File: src/rtl/fetch_pkg.sv
// rtl/fetch_pkg.sv - shared types and constants for the instruction fetch sequencer
//
// Purpose: FSM state encoding, fault cause encoding and the instruction size
//          used for sequential PC advance.
// Ports:   none (package).
package fetch_pkg;

  typedef enum logic [2:0] {
    ST_IDLE  = 3'd0,
    ST_REQ   = 3'd1,
    ST_WAIT  = 3'd2,
    ST_HOLD  = 3'd3,
    ST_FAULT = 3'd4
  } fetch_state_t;

  typedef enum logic [1:0] {
    CAUSE_NONE     = 2'd0,
    CAUSE_TIMEOUT  = 2'd1,
    CAUSE_MISALIGN = 2'd2
  } fault_cause_t;

  localparam int INSTR_BYTES = 4;

endpackage

File: src/rtl/fetch_sequencer_if.sv
// rtl/fetch_sequencer_if.sv - signal bundle between the fetch sequencer and its environment
//
// Purpose: groups the imem request/response, decode handshake, redirect and
//          fault signals. master = fetch_sequencer, slave = memory/decode side.
// Optional macro: FETCH_PERF_EN adds perf_fetches / perf_stalls.
// Signals:
//   run                         fetch enable
//   imem_req/imem_addr          request pulse and address
//   imem_valid/imem_rdata       response
//   instr_valid/instr/pc_out    fetched instruction to decode
//   dec_ready                   decode accept
//   jump/jump_target            unconditional redirect
//   branch/zflag/br_target      conditional redirect (taken when branch && zflag)
//   fault/fault_cause           sticky fault and its cause
interface fetch_sequencer_if #(
  parameter int XLEN = 32
);

  logic            run;
  logic            imem_req;
  logic [XLEN-1:0] imem_addr;
  logic            imem_valid;
  logic [31:0]     imem_rdata;
  logic            instr_valid;
  logic [31:0]     instr;
  logic [XLEN-1:0] pc_out;
  logic            dec_ready;
  logic            jump;
  logic [XLEN-1:0] jump_target;
  logic            branch;
  logic            zflag;
  logic [XLEN-1:0] br_target;
  logic            fault;
  logic [1:0]      fault_cause;
`ifdef FETCH_PERF_EN
  logic [31:0]     perf_fetches;
  logic [31:0]     perf_stalls;
`endif

  modport master (
    input  run, imem_valid, imem_rdata, dec_ready,
           jump, jump_target, branch, zflag, br_target,
`ifdef FETCH_PERF_EN
    output perf_fetches, perf_stalls,
`endif
    output imem_req, imem_addr, instr_valid, instr, pc_out, fault, fault_cause
  );

  modport slave (
    output run, imem_valid, imem_rdata, dec_ready,
           jump, jump_target, branch, zflag, br_target,
`ifdef FETCH_PERF_EN
    input  perf_fetches, perf_stalls,
`endif
    input  imem_req, imem_addr, instr_valid, instr, pc_out, fault, fault_cause
  );

endinterface

File: src/rtl/fetch_next_pc.sv
// rtl/fetch_next_pc.sv - combinational next-PC select with alignment check
//
// Purpose: priority select jump > taken branch > pc+4 (modulo 2^XLEN) and
//          flag a target whose low two bits are non-zero.
// Ports:
//   pc          in   current PC
//   jump        in   unconditional redirect request
//   jump_target in   absolute jump target
//   branch      in   conditional branch request
//   zflag       in   ALU zero flag
//   br_target   in   absolute branch target
//   next_pc     out  selected next PC
//   misaligned  out  next_pc[1:0] != 0
module fetch_next_pc
  import fetch_pkg::*;
#(
  parameter int XLEN = 32
) (
  input  logic [XLEN-1:0] pc,
  input  logic            jump,
  input  logic [XLEN-1:0] jump_target,
  input  logic            branch,
  input  logic            zflag,
  input  logic [XLEN-1:0] br_target,
  output logic [XLEN-1:0] next_pc,
  output logic            misaligned
);

  always_comb begin
    next_pc = pc + XLEN'(INSTR_BYTES);
    if (jump) begin
      next_pc = jump_target;
    end else if (branch && zflag) begin
      next_pc = br_target;
    end
    misaligned = |next_pc[1:0];
  end

endmodule

File: src/rtl/fetch_sequencer.sv
// rtl/fetch_sequencer.sv - instruction fetch sequencer (top)
//
// Purpose: owns the PC, issues one imem request at a time, waits up to
//          MAX_WAIT cycles for the response, holds the word for decode until
//          accepted, then applies redirects. Timeout or misaligned target
//          enters a sticky FAULT state left only by rst.
// Optional macro: FETCH_PERF_EN adds saturating perf_fetches / perf_stalls.
// Ports:
//   clk  in  rising-edge clock
//   rst  in  asynchronous active-high reset
//   bus  fetch_sequencer_if.master (see interface file for signal list)
module fetch_sequencer
  import fetch_pkg::*;
#(
  parameter int              XLEN     = 32,
  parameter logic [XLEN-1:0] RESET_PC = '0,
  parameter int              MAX_WAIT = 15
) (
  input  logic               clk,
  input  logic               rst,
  fetch_sequencer_if.master  bus
);

  localparam int WCW = (MAX_WAIT > 1) ? $clog2(MAX_WAIT) : 1;
  localparam logic [WCW-1:0] WAIT_LAST = WCW'(MAX_WAIT - 1);

  fetch_state_t    state;
  logic [XLEN-1:0] pc;
  logic [XLEN-1:0] pc_out_q;
  logic [31:0]     instr_q;
  logic            instr_valid_q;
  logic            fault_q;
  fault_cause_t    cause_q;
  logic [WCW-1:0]  wait_cnt;

  logic [XLEN-1:0] next_pc;
  logic            misaligned;

  fetch_next_pc #(.XLEN(XLEN)) u_next_pc (
    .pc          (pc),
    .jump        (bus.jump),
    .jump_target (bus.jump_target),
    .branch      (bus.branch),
    .zflag       (bus.zflag),
    .br_target   (bus.br_target),
    .next_pc     (next_pc),
    .misaligned  (misaligned)
  );

  always_ff @(posedge clk or posedge rst) begin
    if (rst) begin
      state         <= ST_IDLE;
      pc            <= RESET_PC;
      pc_out_q      <= RESET_PC;
      instr_q       <= '0;
      instr_valid_q <= 1'b0;
      fault_q       <= 1'b0;
      cause_q       <= CAUSE_NONE;
      wait_cnt      <= '0;
    end else begin
      case (state)
        ST_IDLE: begin
          if (bus.run) state <= ST_REQ;
        end
        ST_REQ: begin
          state    <= ST_WAIT;
          wait_cnt <= '0;
        end
        ST_WAIT: begin
          // A response on the last permitted cycle takes priority over timeout.
          if (bus.imem_valid) begin
            instr_q       <= bus.imem_rdata;
            pc_out_q      <= pc;
            instr_valid_q <= 1'b1;
            state         <= ST_HOLD;
          end else if (wait_cnt == WAIT_LAST) begin
            fault_q <= 1'b1;
            cause_q <= CAUSE_TIMEOUT;
            state   <= ST_FAULT;
          end else begin
            wait_cnt <= wait_cnt + 1'b1;
          end
        end
        ST_HOLD: begin
          if (bus.dec_ready) begin
            instr_valid_q <= 1'b0;
            if (misaligned) begin
              // pc stays at the offending instruction for debug.
              fault_q <= 1'b1;
              cause_q <= CAUSE_MISALIGN;
              state   <= ST_FAULT;
            end else begin
              pc    <= next_pc;
              state <= bus.run ? ST_REQ : ST_IDLE;
            end
          end
        end
        ST_FAULT: begin
          state <= ST_FAULT;
        end
        default: begin
          state <= ST_IDLE;
        end
      endcase
    end
  end

  assign bus.imem_req    = (state == ST_REQ);
  assign bus.imem_addr   = pc;
  assign bus.instr_valid = instr_valid_q;
  assign bus.instr       = instr_q;
  assign bus.pc_out      = pc_out_q;
  assign bus.fault       = fault_q;
  assign bus.fault_cause = cause_q;

`ifdef FETCH_PERF_EN
  logic [31:0] perf_fetches_q;
  logic [31:0] perf_stalls_q;

  always_ff @(posedge clk or posedge rst) begin
    if (rst) begin
      perf_fetches_q <= '0;
      perf_stalls_q  <= '0;
    end else begin
      if (state == ST_HOLD && bus.dec_ready && perf_fetches_q != 32'hFFFF_FFFF)
        perf_fetches_q <= perf_fetches_q + 32'd1;
      if ((state == ST_WAIT || (state == ST_HOLD && !bus.dec_ready)) &&
          perf_stalls_q != 32'hFFFF_FFFF)
        perf_stalls_q <= perf_stalls_q + 32'd1;
    end
  end

  assign bus.perf_fetches = perf_fetches_q;
  assign bus.perf_stalls  = perf_stalls_q;
`endif

endmodule

File: src/flat_wrapper.sv
// flat-port wrapper written by rule: the top's interface ports become plain ports
module fetch_sequencer_flat import fetch_pkg::*;
#(
  parameter int              XLEN     = 32,
  parameter logic [XLEN-1:0] RESET_PC = '0,
  parameter int              MAX_WAIT = 15
)
  (clk, rst, bus_run, bus_imem_valid, bus_imem_rdata, bus_dec_ready, bus_jump, bus_jump_target, bus_branch, bus_zflag, bus_br_target, bus_imem_req, bus_imem_addr, bus_instr_valid, bus_instr, bus_pc_out, bus_fault, bus_fault_cause);
  fetch_sequencer_if #(.XLEN(XLEN)) bus_i ();
  input  logic clk;
  input  logic rst;
  input wire logic [$bits(bus_i.run)-1:0] bus_run;
  input wire logic [$bits(bus_i.imem_valid)-1:0] bus_imem_valid;
  input wire logic [$bits(bus_i.imem_rdata)-1:0] bus_imem_rdata;
  input wire logic [$bits(bus_i.dec_ready)-1:0] bus_dec_ready;
  input wire logic [$bits(bus_i.jump)-1:0] bus_jump;
  input wire logic [$bits(bus_i.jump_target)-1:0] bus_jump_target;
  input wire logic [$bits(bus_i.branch)-1:0] bus_branch;
  input wire logic [$bits(bus_i.zflag)-1:0] bus_zflag;
  input wire logic [$bits(bus_i.br_target)-1:0] bus_br_target;
  output wire logic [$bits(bus_i.imem_req)-1:0] bus_imem_req;
  output wire logic [$bits(bus_i.imem_addr)-1:0] bus_imem_addr;
  output wire logic [$bits(bus_i.instr_valid)-1:0] bus_instr_valid;
  output wire logic [$bits(bus_i.instr)-1:0] bus_instr;
  output wire logic [$bits(bus_i.pc_out)-1:0] bus_pc_out;
  output wire logic [$bits(bus_i.fault)-1:0] bus_fault;
  output wire logic [$bits(bus_i.fault_cause)-1:0] bus_fault_cause;
  assign bus_i.run = bus_run;
  assign bus_i.imem_valid = bus_imem_valid;
  assign bus_i.imem_rdata = bus_imem_rdata;
  assign bus_i.dec_ready = bus_dec_ready;
  assign bus_i.jump = bus_jump;
  assign bus_i.jump_target = bus_jump_target;
  assign bus_i.branch = bus_branch;
  assign bus_i.zflag = bus_zflag;
  assign bus_i.br_target = bus_br_target;
  assign bus_imem_req = bus_i.imem_req;
  assign bus_imem_addr = bus_i.imem_addr;
  assign bus_instr_valid = bus_i.instr_valid;
  assign bus_instr = bus_i.instr;
  assign bus_pc_out = bus_i.pc_out;
  assign bus_fault = bus_i.fault;
  assign bus_fault_cause = bus_i.fault_cause;
  fetch_sequencer #(.XLEN(XLEN), .RESET_PC(RESET_PC), .MAX_WAIT(MAX_WAIT)) u_core (.clk(clk), .rst(rst), .bus(bus_i));
endmodule
File: config.mk
export PLATFORM = sky130hd
export DESIGN_NAME = fetch_sequencer_flat
export DESIGN_NICKNAME = d
export VERILOG_FILES = /design/src/rtl/fetch_pkg.sv /design/src/rtl/fetch_sequencer_if.sv /design/src/rtl/fetch_next_pc.sv /design/src/rtl/fetch_sequencer.sv /design/src/flat_wrapper.sv
export SDC_FILE = /design/constraint.sdc
export NUM_CORES = 1
export LEC_CHECK = 0
export ABC_CLOCK_PERIOD_IN_PS = 5000
export CAP_MARGIN = 40
export CORE_MARGIN = 3
export CORE_UTILIZATION = 50
export CTS_BUF_LIST = sky130_fd_sc_hd__clkbuf_4
export DETAILED_ROUTE_END_ITERATION = 7
export GPL_ROUTABILITY_DRIVEN = 0
export HOLD_SLACK_MARGIN = 0.05
export PLACE_DENSITY = 0.94
export SLEW_MARGIN = 20
export SYNTH_ARGS = -nofsm -noshare
export SYNTH_HDL_FRONTEND = slang
export SYNTH_SLANG_ARGS = --single-unit
File: constraint.sdc
create_clock -name clk -period 5 [get_ports clk]
set_input_delay 0.75 -clock clk [delete_from_list [all_inputs] [get_ports clk]]
set_output_delay 0.75 -clock clk [all_outputs]
set_load 0.02 [all_outputs]
* After elaboration in Yosys (flattened, before gate mapping) *
Cells that the tools add are included.
Widths: inputs -> output; s select.

word-level totals
  register bits = 107
  word-level logic and storage cells = 60

operators by class
  reduce and logical (&&, ||, !) cells = 11
  muxes and demuxes = 25
  equality and inequality tests = 13
  bitwise logic cells = 1
  add/subtract/negate cells = 2

operators by type and width
  operator               count
  $mux 32                2
  $add 32x3->32 const B  1
  $mux 3                 5
  $pmux 3 s5             1
  $reduce_and 3->1       4
  $ne 2x2->1 const B     5
  $mux 2                 4
  $mux 4                 2
  $pmux 4 s2             1
  $mux 1                 7
  $eq 3x2->1 const B     2
  $reduce_and 5->1       1
  $add 4x1->4 const B    1
  $eq 4x4->1 const B     1
  $ne 2x1->1 const B     2
  $pmux 1 s2             2
  $pmux 2 s2             1
  $reduce_bool 2->1      2
  $eq 3x1->1 const B     1
  $eq 3x3->1 const B     1
  $logic_not 3->1        1
  $ne 3x2->1 const B     1
  $reduce_and 2->1       1
  $reduce_or 2->1        1
  other kinds (2)        2

* Longest topological paths before layout *
Gate-level depths: netlist of run 1.

  depth after elaboration = 7
  mapped depth = 8
  gate-level depth less buffers = 7

* By module *
Synthesis of run 1 repeated with hierarchy kept, for this count alone.

second synthesis, totals
  cell total of the unflattened synthesis = 483
  area total of the unflattened synthesis = 5619.1 sq um

modules (own cells, without submodules)
  module           times used  area an instance (sq um)  cells an instance
  fetch_sequencer  1           4357.9                    276
  fetch_next_pc    1           1261.2                    207

* Worst setup path before layout of run 1 *
Ideal clock, no wire load.

  path type = input-to-reg
  from = input bus_jump_target[0]
  to = register u_core.pc[12] (netlist: u_core.bus.imem_addr[12])
  stages on the path = 6
  data arrival time = 1.939 ns
  path slack = 2.937 ns
  path through = or3b_1 buf_2 nor2_8 a21oi_4 buf_6 a211o_1

on the way
  word-level cells in the longest chain between the ends = 4

RTL lines
  element                            line                   RTL
  from (decl)                        flat_wrapper.sv:17     input wire logic [$bits(bus_i.jump_target)-1:0] bus_jump_target;
  $mux 32                            fetch_next_pc.sv:31    if (jump) begin
  $reduce_or 2->1                    fetch_next_pc.sv:36    misaligned = |next_pc[1:0];
  $not 1->1 (no source line)         n/a
  $reduce_and 3->1 (no source line)  n/a
  to (signal assigned)               fetch_sequencer.sv:93  pc <= next_pc;
  to (decl)                          fetch_sequencer.sv:28  logic [XLEN-1:0] pc;

No other way between the ends.
A chain may end at the register's enable or synchronous reset.

* Final worst setup path of run 1 *
  from = register u_core.state[0]
  to = output bus_imem_req

on the way
  word-level cells in the longest chain between the ends = 1

RTL lines
  element                 line                    RTL
  from (decl)             fetch_sequencer.sv:27   fetch_state_t state;
  from (signal assigned)  fetch_sequencer.sv:94   state <= bus.run ? ST_REQ : ST_IDLE;
  $eq 3x1->1              fetch_sequencer.sv:108  assign bus.imem_req = (state == ST_REQ);
  to (decl)               flat_wrapper.sv:21      output wire logic [$bits(bus_i.imem_req)-1:0] bus_imem_req;

No other way between the ends.

==> results of run 1 <==
-- metal layers --
layer,vias to the layer above,part of all wire,track usage
li1,2258,-,-
met3,39,0.10,0.0655
met4,0,0.023,0.0961
met1,2398,0.38,0.323
met5,-,0,0
met2,352,0.50,0.449
-- cells by family (layout without fill, tap and decap cells) --
logic type | count (synthesis) | count (layout) | synth area share
compound gates | 125 | 125 | 0.146
fa+ha+maj | 3 | 3 | 0.00681
buf+inv | 42 | 239 | 0.0472
mux | 64 | 64 | 0.131
simple gates | 162 | 162 | 0.162
xor+xnor | 13 | 13 | 0.0207
other cells | 0 | 1 | 0
flops | 107 | 107 | 0.486
-- final cells by class --
cell class	count	area, sq um
fillers	725	2730
inverters	12	47.5
clock inverters	7	78.8
multi-input cells	367	2580
flip-flops and latches	107	2680
diodes	1	2.50
well taps	136	170
repair buffers	211	2160
clock buffers	9	67.6
-- layout by cell type (no fill, tap or decap), types with 3 or more instances in the layout --
cell type        count
a31oi_1              5
nor3_1               5
mux2_2              64
a221o_1              4
a21oi_1             36
a211o_1              3
and3_1               8
nor2_1              49
a211oi_1             9
dfrtp_1            107
inv_6                4
nand3_1             19
a21o_1               4
and2_1               3
clkbuf_4             9
nand4_2              3
xnor2_1              8
and4_1               4
ha_1                 3
inv_1               11
buf_16               3
a2bb2oi_1            3
nor4_1               3
nand2_1             38
xor2_1               5
o21ai_0             35
o221ai_1             3
nand4_1              5
clkdlybuf4s50_1    203
-- power breakdown --
part / internal [mW] / leakage (nW) / switching, mW
Sequential: 1.23 / 1.31 / 0.386
Combinational: 1.11 / 1.84 / 1.01
Clock: 0.122 / 0.0794 / 0.324
Total: 2.47 / 3.24 / 1.72
-- metrics by stage --
stage	utilization	worst slack, ns
floorplan	-	1.43
global placement	0.716	1.92
detailed placement	0.720	1.83
CTS	0.734	2.04
global route	0.740	1.90
finish	0.740	2.02
-- flip-flops by register name, summed over array words and instances, names as in the netlist --
register                flops
u_core.state                3
u_core.wait_cnt             4
u_core.bus.pc_out          32
u_core.bus.fault            1
u_core.bus.instr           32
u_core.bus.instr_valid      1
u_core.bus.fault_cause      2
u_core.bus.imem_addr       32
-- path summary, 6_finish.rpt --
| check | endpoint | slack (ns) | cells after the start |
|---|---|---|---|
| max | bus_imem_req | 2.02 | 2 |
| min | u_core.bus.fault | 0.50 | 1 |
| max reg2reg | u_core.bus.pc_out[15] | 2.27 | 4 |
| min reg2reg | u_core.bus.fault | 0.50 | 1 |
| max in group asynchronous | u_core.bus.pc_out[10] | 3.36 | 4 |
| min in group asynchronous | u_core.bus.instr[12] | 0.63 | 2 |
-- worst max-delay path: cells and delay by family, from the launching register on --
family	cells	cell delay, ns
buf+inv	1	0.72
simple gates	1	0.49
flops	1	0.56
==> summary.md, run 1 <==
| Metric | Value |
|---|---|
| Status | finished, final reports clean |
| Slowest cell on crit path | clkdlybuf4s50_1 |
| RSZ-0062 raised after global routing | no |
| Vias | 5047 |
| Layout cells sized above 1 | 0.153 |
| Final Cycle Share | 0.595 |
| # IOs | 205 |
| Clk_lat worst skew | 0.47 ns |
| Leak | 3.24 nW |
| Die X | 111 um |
| Min-Delay Path Class | reg2reg |
| Wire length per cell | 19.2 um |
| CTS root buf | clkbuf_4 |
| Startpoint types | flop |
| Post-Syn Area | 5510 sq um |
| Crit path required time | 4.25 ns |
| Port bufs | 204 |
| Core area | 10500 sq um |
| # setup viols final | 0 |
| Synth Net Count | 623 |
| Worst rel slew slack | 0.459 |
| Setup TNS | 0 ns |
| Initial Utilization | 0.524 |
| Critical Path Start | u_core.state[0] |
| CTS tree | built |
| Hpwl dp | 12000 um |
| Total Die Area | 12300 sq um |
| Critical path cell sequence | nor3b_1 -> clkdlybuf4s50_1 |
| Detail Route Antenna Nets | 0 |
| Power per standard cell area | 538 nW/um^2 |
| CTS Hold Bufs | 0 |
| Worst Min Path Start | u_core.bus.fault |
| Vias per cell | 5.94 |
| Layout Cells excl Fill | 850 |
| Commonest cells post-synth | 107 x dfrtp_1, 64 x mux2_2, 49 x nor2_1, 38 x nand2_1, 36 x a21oi_1 |
| Maximum vdd drop | 0.364 mV |
| Iter 0 DRT Violations | 415 |
| Achievable Freq | 336 MHz |
| WHS | 0.499 ns |
| Yosys warns | 0 |
| Async set-reset flop share out of synthesis | 1.00 |
| Synth Flop Type | dfrtp_1 |
| Post-synth EDFFs | 0 |
| Worst Clk Skew | 0.0249 ns |
| H-tree depth | 3 |
| Post-layout instance area | 7780 sq um |
| Register area share after synthesis | 0.486 |
| CP max FO | 10 |
| Nets | 815 |
| Die height | 111 um |
| Max-slew violation count | 0 |
| First-pass GRT wire length | 26500 um |
| Yosys cell types | 68 |
| Mapped Cells | 516 |
| Area grow syn2layout | 41.2% |
| Reg2reg start | u_core.state[1] |
| Total track usage | 0.263 |
| GRT overflow | 0 |
| Post-synth top area cell | dfrtp_1 |
| Critical Setup Path Class | reg2out |
| Post-DP Area | 7560 sq um |
| Most common cell in the netlist | dfrtp_1 |
| Sink Count | 107 |
| Final min period | 2.98 ns |
| Post-CTS Setup Bufs | 0 |
| Largest net degree at the start of global routing | 58 |
| Max Root-Sink Buffers | 2 |
| Final wirelength | 16300 um |
| Max incr delay on CP | 0.72 ns |
| Worst-path clk slew | 0.19 ns |
| Inst Count DP | 830 |
| DRT Pass-1 Iters | 5 |
| Num CTS Buffers | 9 |
| Synth top area cells | dfrtp_1 49%, mux2_2 13%, nor2_1 3.3% |
| CTS resizes | 0 |
| Row count | 37 |
| Worst Path Arrival | 2.23 ns |
| PnR Total Power | 4.19 mW |
| #FFs+latches synth | 107 |
| Top-area cell type share of the netlist area | 0.486 |
| Initial antenna violation count | 1 |
| Max_cap viols | 0 |
| Final Hold Vio Count | 0 |
| Mapped Avg Cell Area | 10.7 sq um |
| # DRC | 0 |
| Worst Max-Slew Pin Slew | 0.806 ns |
| Vias in the first global route | 5191 |
| Worst Setup End Kind | primary output |
(Power assumes the default switching activity.)
==> run 2, diff against run 1 <==
Settings changed: ABC_CLOCK_PERIOD_IN_PS 5000 to 3000, CORE_UTILIZATION 50 to 46, PLACE_DENSITY 0.94 to 0.88.
Clock period 5 ns to 3 ns, I/O delays scaled along.
==> summary.md, run 2 (synthesis results as in run 1) <==
| Metric | Value |
|---|---|
| Maximum vdd drop | 0.437 mV (was 0.364 mV) |
| RSZ-0062 raised after global routing | no (unchanged) |
| Worst-path clk slew | 0.18 ns (was 0.19 ns) |
| # IOs | 205 (unchanged) |
| Area grow syn2layout | 41.0% (was 41.2%) |
| Worst Max-Slew Pin Slew | 0.699 ns (was 0.806 ns) |
| Startpoint types | flop (unchanged) |
| Final wirelength | 16800 um (was 16300 um) |
| Max Root-Sink Buffers | 2 (unchanged) |
| Metal2 WL | 8280 um (was 8100 um) |
| Total track usage | 0.252 (was 0.263) |
| Power per standard cell area | 901 nW/um^2 (was 538 nW/um^2) |
| CTS Hold Bufs | 0 (unchanged) |
| Core area | 11600 sq um (was 10500 sq um) |
| CTS tree | built (unchanged) |
| Vias in the first global route | 5222 (was 5191) |
| CTS resizes | 0 (unchanged) |
| Critical Path Start | u_core.state[0] (unchanged) |
| Min-Delay Path Class | in2async (was reg2reg) |
| WHS | 0.415 ns (was 0.499 ns) |
| Wire length per cell | 19.5 um (was 19.2 um) |
| Critical Setup Path Class | reg2out (unchanged) |
| CP max FO | 10 (unchanged) |
| Worst Clk Skew | 0.0207 ns (was 0.0249 ns) |
| Sink Count | 107 (unchanged) |
| Post-DP Area | 7610 sq um (was 7560 sq um) |
| Crit path required time | 2.55 ns (was 4.25 ns) |
| Final Cycle Share | 0.881 |
| Achievable Freq | 379 MHz |
| CP Buf/Inv Count | 1 (unchanged) |
| Worst Setup End Kind | primary output (unchanged) |
| Most common cell after layout, fill and taps aside | clkdlybuf4s50_1 (unchanged) |
| Final min period | 2.64 ns |
| Reg2reg start | u_core.state[1] (unchanged) |
| Largest net degree at the start of global routing | 57 (was 58) |
| # DRC | 0 (unchanged) |
| Layout cells sized above 1 | 0.155 (was 0.153) |
| Max_cap viols | 0 (unchanged) |
| Initial antenna violation count | 1 (unchanged) |
| Critical path cell sequence | nor3b_1 -> clkdlybuf4s50_1 (unchanged) |
| Die X | 115 um (was 111 um) |
| Slowest cell on crit path | clkdlybuf4s50_1 (unchanged) |
| Vias per cell | 5.87 (was 5.94) |
| Port bufs | 204 (unchanged) |
| PnR Total Power | 7.00 mW (was 4.19 mW) |
| Hpwl dp | 12400 um (was 12000 um) |
| Max-slew violation count | 0 (unchanged) |
| Die height | 115 um (was 111 um) |
| GRT overflow | 0 (unchanged) |
| # setup viols final | 0 (unchanged) |
| Post-layout instance area | 7770 sq um (was 7780 sq um) |
| Detail Route Antenna Nets | 0 (unchanged) |
| Vias | 5039 (was 5047) |
| Setup ws final | 0.358 ns (was 2.02 ns) |
| Most frequent cells in the layout | 203 x clkdlybuf4s50_1, 107 x dfrtp_1, 64 x mux2_2 (unchanged) |
| Metal-1 WL | 6480 um (was 6150 um) |
| Initial Utilization | 0.477 (was 0.524) |
| Max incr delay on CP | 0.70 ns (was 0.72 ns) |
| Row count | 39 (was 37) |
| Iter 0 DRT Violations | 393 (was 415) |
| Leak | 3.23 nW (was 3.24 nW) |
| Final Hold Vio Count | 0 (unchanged) |
| Place WS | 0.427 ns (was 1.83 ns) |
| Worst Path Arrival | 2.19 ns (was 2.23 ns) |
| Clk_lat worst skew | 0.48 ns (was 0.47 ns) |
| Num CTS Buffers | 9 (unchanged) |
| H-tree depth | 3 (unchanged) |
| DRT Pass-1 Iters | 5 (unchanged) |
| First-pass GRT wire length | 26700 um (was 26500 um) |
| Setup TNS | 0 ns (unchanged) |
| Post-CTS Setup Bufs | 0 (unchanged) |
| Highest metal used | met4 (unchanged) |
| Worst rel slew slack | 0.533 (was 0.459) |
| CP delay by family, top | buffers and inverters (unchanged) |
| Total Die Area | 13300 sq um (was 12300 sq um) |
| Status | finished, final reports clean (unchanged) |
| Nets | 817 (was 815) |
| Wire length on met3 | 1520 um (was 1700 um) |
| CTS root buf | clkbuf_4 (unchanged) |
-- run 2: path summary, 6_finish.rpt --
path | cells after the start | slack, ns | end
setup / recovery | 2 | 0.36 | bus_imem_req
min in group clk | 1 | 0.49 | u_core.bus.fault
setup reg to reg | 6 | 0.77 | u_core.state[0]
hold / removal | 2 | 0.41 | u_core.bus.imem_addr[5]
hold reg to reg | 1 | 0.49 | u_core.bus.fault
max in group asynchronous | 3 | 1.93 | u_core.bus.pc_out[23]
-- run 2: metal layers --
layer | vias to the layer above | track usage
li1 | 2260 | -
met1 | 2412 | 0.317
met2 | 306 | 0.419
met3 | 61 | 0.0637
met4 | 0 | 0.103
met5 | - | 0
-- run 2: where the power goes --
| group | internal [mW] | leakage [nW] | total [mW] | switching [mW] |
|---|---|---|---|---|
| clock | 0.193 | 0.0714 | 0.736 | 0.543 |
| sequential | 2.05 | 1.31 | 2.71 | 0.655 |
| combinational | 1.86 | 1.84 | 3.55 | 1.70 |
-- run 2: worst reg2reg max path: stages, from the launching register on --
cell and delay, ns:
dfrtp_1 0.55, or3b_4 0.47, nor2_4 0.11, buf_4 0.45, nor2b_1 0.13, a211o_1 0.29
a21oi_1 0.16
-- run 2: final cells by class --
class                   instances  area, sq um
clock buffers                   9         67.6
diodes                          1         2.50
inverters                      12         48.8
flip-flops and latches        107         2680
multi-input cells             367         2580
repair buffers                213         2150
fillers                       879         3800
clock inverters                 7         65.1
well taps                     143          179
-- run 2: per-stage QoR --
stage,std cells,utilization
2_1_floorplan,516,-
3_3_place_gp,841,0.658
3_5_place_dp,841,0.658
4_1_cts,857,0.669
5_1_grt,859,0.672
6_report,859,0.672
==> run 3, diff against run 2 <==
==> constraint.sdc (replaced) <==
create_clock -name clk -period 3 [get_ports clk]
set_input_delay 0.3 -clock clk [delete_from_list [all_inputs] [get_ports clk]]
set_output_delay 0.3 -clock clk [all_outputs]
set_load 0.02 [all_outputs]
==> summary.md, run 3 (synthesis results as in run 1) <==
| Metric | Value |
|---|---|
| Status | finished, final reports clean (unchanged) |
| First-pass GRT wire length | 25900 um (was 26700 um) |
| Worst-path clk slew | 0.17 ns (was 0.18 ns) |
| Slowest cell on crit path | clkdlybuf4s50_1 (unchanged) |
| Worst Max-Slew Pin Slew | 0.739 ns (was 0.699 ns) |
| Hpwl dp | 12400 um (about the same) |
| Largest net degree at the start of global routing | 39 (was 57) |
| Area grow syn2layout | 40.7% (was 41.0%) |
| Final Cycle Share | 0.830 (was 0.881) |
| Highest metal used | met4 (unchanged) |
| Core area | 11600 sq um (unchanged) |
| Nets | 817 (unchanged) |
| Worst rel slew slack | 0.504 (was 0.533) |
| Sw frac | 0.410 (was 0.414) |
| CP max FO | 10 (unchanged) |
| Vias per cell | 5.77 (was 5.87) |
| Max_cap viols | 0 (unchanged) |
| Register area | 2680 sq um (unchanged) |
| CTS Hold Bufs | 0 (unchanged) |
| Max-slew violation count | 0 (unchanged) |
| Layout cells sized above 1 | 0.155 (unchanged) |
| Flop-to-flop setup slack | 0.60 ns (was 0.77 ns) |
| Leak | 3.22 nW (was 3.23 nW) |
| Vias in the first global route | 5102 (was 5222) |
| Wire length per cell | 19.3 um (was 19.5 um) |
| Startpoint types | flop (unchanged) |
| Power per standard cell area | 898 nW/um^2 (was 901 nW/um^2) |
| Metal-1 WL | 6480 um (about the same) |
| H-tree depth | 3 (unchanged) |
| CP Buf/Inv Count | 1 (unchanged) |
| Detail Route Antenna Nets | 0 (unchanged) |
| Initial Utilization | 0.477 (unchanged) |
| Worst Path Arrival | 2.19 ns (about the same) |
| PnR Total Power | 6.96 mW (was 7.00 mW) |
| Num CTS Buffers | 9 (unchanged) |
| Final min period | 2.49 ns (was 2.64 ns) |
| Critical path cell sequence | nor3b_1 -> clkdlybuf4s50_1 (unchanged) |
| Sink Count | 107 (unchanged) |
| # IOs | 205 (unchanged) |
| # setup viols final | 0 (unchanged) |
| Total Die Area | 13300 sq um (unchanged) |
| Place WS | 0.583 ns (was 0.427 ns) |
| Critical Setup Path Class | reg2out (unchanged) |
| Clk network pwr share | 0.103 (was 0.105) |
| Die X | 115 um (unchanged) |
| Min-Delay Path Class | in2async (unchanged) |
| Comb pwr share | 0.510 (was 0.508) |
| Setup ws final | 0.509 ns (was 0.358 ns) |
| Die height | 115 um (unchanged) |
| Wire length on met3 | 1320 um (was 1520 um) |
| Crit path required time | 2.70 ns (was 2.55 ns) |
| Achievable Freq | 401 MHz (was 379 MHz) |
| Vias | 4959 (was 5039) |
| Final Hold Vio Count | 0 (unchanged) |
| GRT overflow | 0 (unchanged) |
| Clk_lat worst skew | 0.48 ns (about the same) |
| Maximum vdd drop | 0.462 mV (was 0.437 mV) |
| Flop pwr share | 0.387 (about the same) |
| Post-DP Area | 7590 sq um (was 7610 sq um) |
| Metal2 WL | 8420 um (was 8280 um) |
| DRT Pass-1 Iters | 6 (was 5) |
| WHS | 0.253 ns (was 0.415 ns) |
| # DRC | 0 (unchanged) |
| Initial antenna violation count | 1 (unchanged) |
| Post-layout instance area | 7750 sq um (was 7770 sq um) |
| Port bufs | 204 (unchanged) |
| Int Pwr | 4.11 mW (was 4.10 mW) |
| Total track usage | 0.246 (was 0.252) |
| Max incr delay on CP | 0.70 ns (about the same) |
| Post-CTS Setup Bufs | 0 (unchanged) |
| Row count | 39 (unchanged) |
| CTS resizes | 0 (unchanged) |
| Final wirelength | 16600 um (was 16800 um) |
| Worst Setup End Kind | primary output (unchanged) |
| Worst Clk Skew | 0.0249 ns (was 0.0207 ns) |
| Setup TNS | 0 ns (unchanged) |
| P_sw | 2.85 mW (was 2.90 mW) |
| CP delay by family, top | buffers and inverters (unchanged) |
| Multi-input logic area | 2580 sq um (unchanged) |
| Max Root-Sink Buffers | 2 (unchanged) |
| Iter 0 DRT Violations | 403 (was 393) |
| RSZ-0062 raised after global routing | no (unchanged) |
| # fillers | 897 (was 879) |
| CTS tree | built (unchanged) |
| Most common cell after layout, fill and taps aside | clkdlybuf4s50_1 (unchanged) |
| Most frequent cells in the layout | 203 x clkdlybuf4s50_1, 107 x dfrtp_1, 64 x mux2_2 (unchanged) |
| CTS root buf | clkbuf_4 (unchanged) |
## run 3: changes by cell type in the layout (fill, tap and decap cells not counted)
cell and delta:
inv_8 -1, buf_12 -1, buf_4 +1, clkbuf_4 +1
## run 3: layer usage
layer  global-route usage  vias up
li1                     -     2262
met1                0.307     2415
met2                0.421      251
met3               0.0533       31
met4               0.0900        0
met5                    0        -
## run 3: area by class of cell
type	instances	share of cell area
clock inverters	6	0.00694
multi-input cells	367	0.333
inverters	12	0.00629
well taps	143	0.0231
diodes	1	0.000323
clock buffers	10	0.00968
flip-flops and latches	107	0.345
repair buffers	213	0.276
## run 3: worst paths after layout
check	from	end	cells after the start
worst max register to register	u_core.bus.imem_addr[2]	u_core.bus.imem_addr[30]	6
min in group clk	bus_jump	u_core.bus.imem_addr[4]	3
worst max-delay path	u_core.state[0]	bus_imem_req	2
worst min-delay path	rst	u_core.bus.pc_out[9]	2
max in group asynchronous	rst	u_core.bus.instr[6]	3
worst min register to register	u_core.bus.fault	u_core.bus.fault	1
## run 3: per-stage QoR
step / instances / utilization
6_report: 859 / 0.670
5_1_grt: 859 / 0.670
4_1_cts: 857 / 0.668
3_5_place_dp: 841 / 0.657
3_3_place_gp: 841 / 0.657
2_1_floorplan: 516 / -
## run 3: power groups by stage
| stage | logic [mW] | registers, mW | clock network (mW) |
|---|---|---|---|
| floorplan | 1.35 | 3.25 | 0 |
| global placement | 3.46 | 2.66 | 0 |
| detailed placement | 3.56 | 2.72 | 0 |
| CTS | 3.58 | 2.69 | 0.740 |
| global route | 3.77 | 2.80 | 0.791 |
| finish | 3.55 | 2.69 | 0.718 |
## run 3: worst reg2reg max path: stages (launching register included)
cell and delay [ns]:
dfrtp_1 0.48, ha_1 0.26, nand4_2 0.19, nor4_4 0.67, nand4b_1 0.23, xnor2_1 0.18
a221o_1 0.32
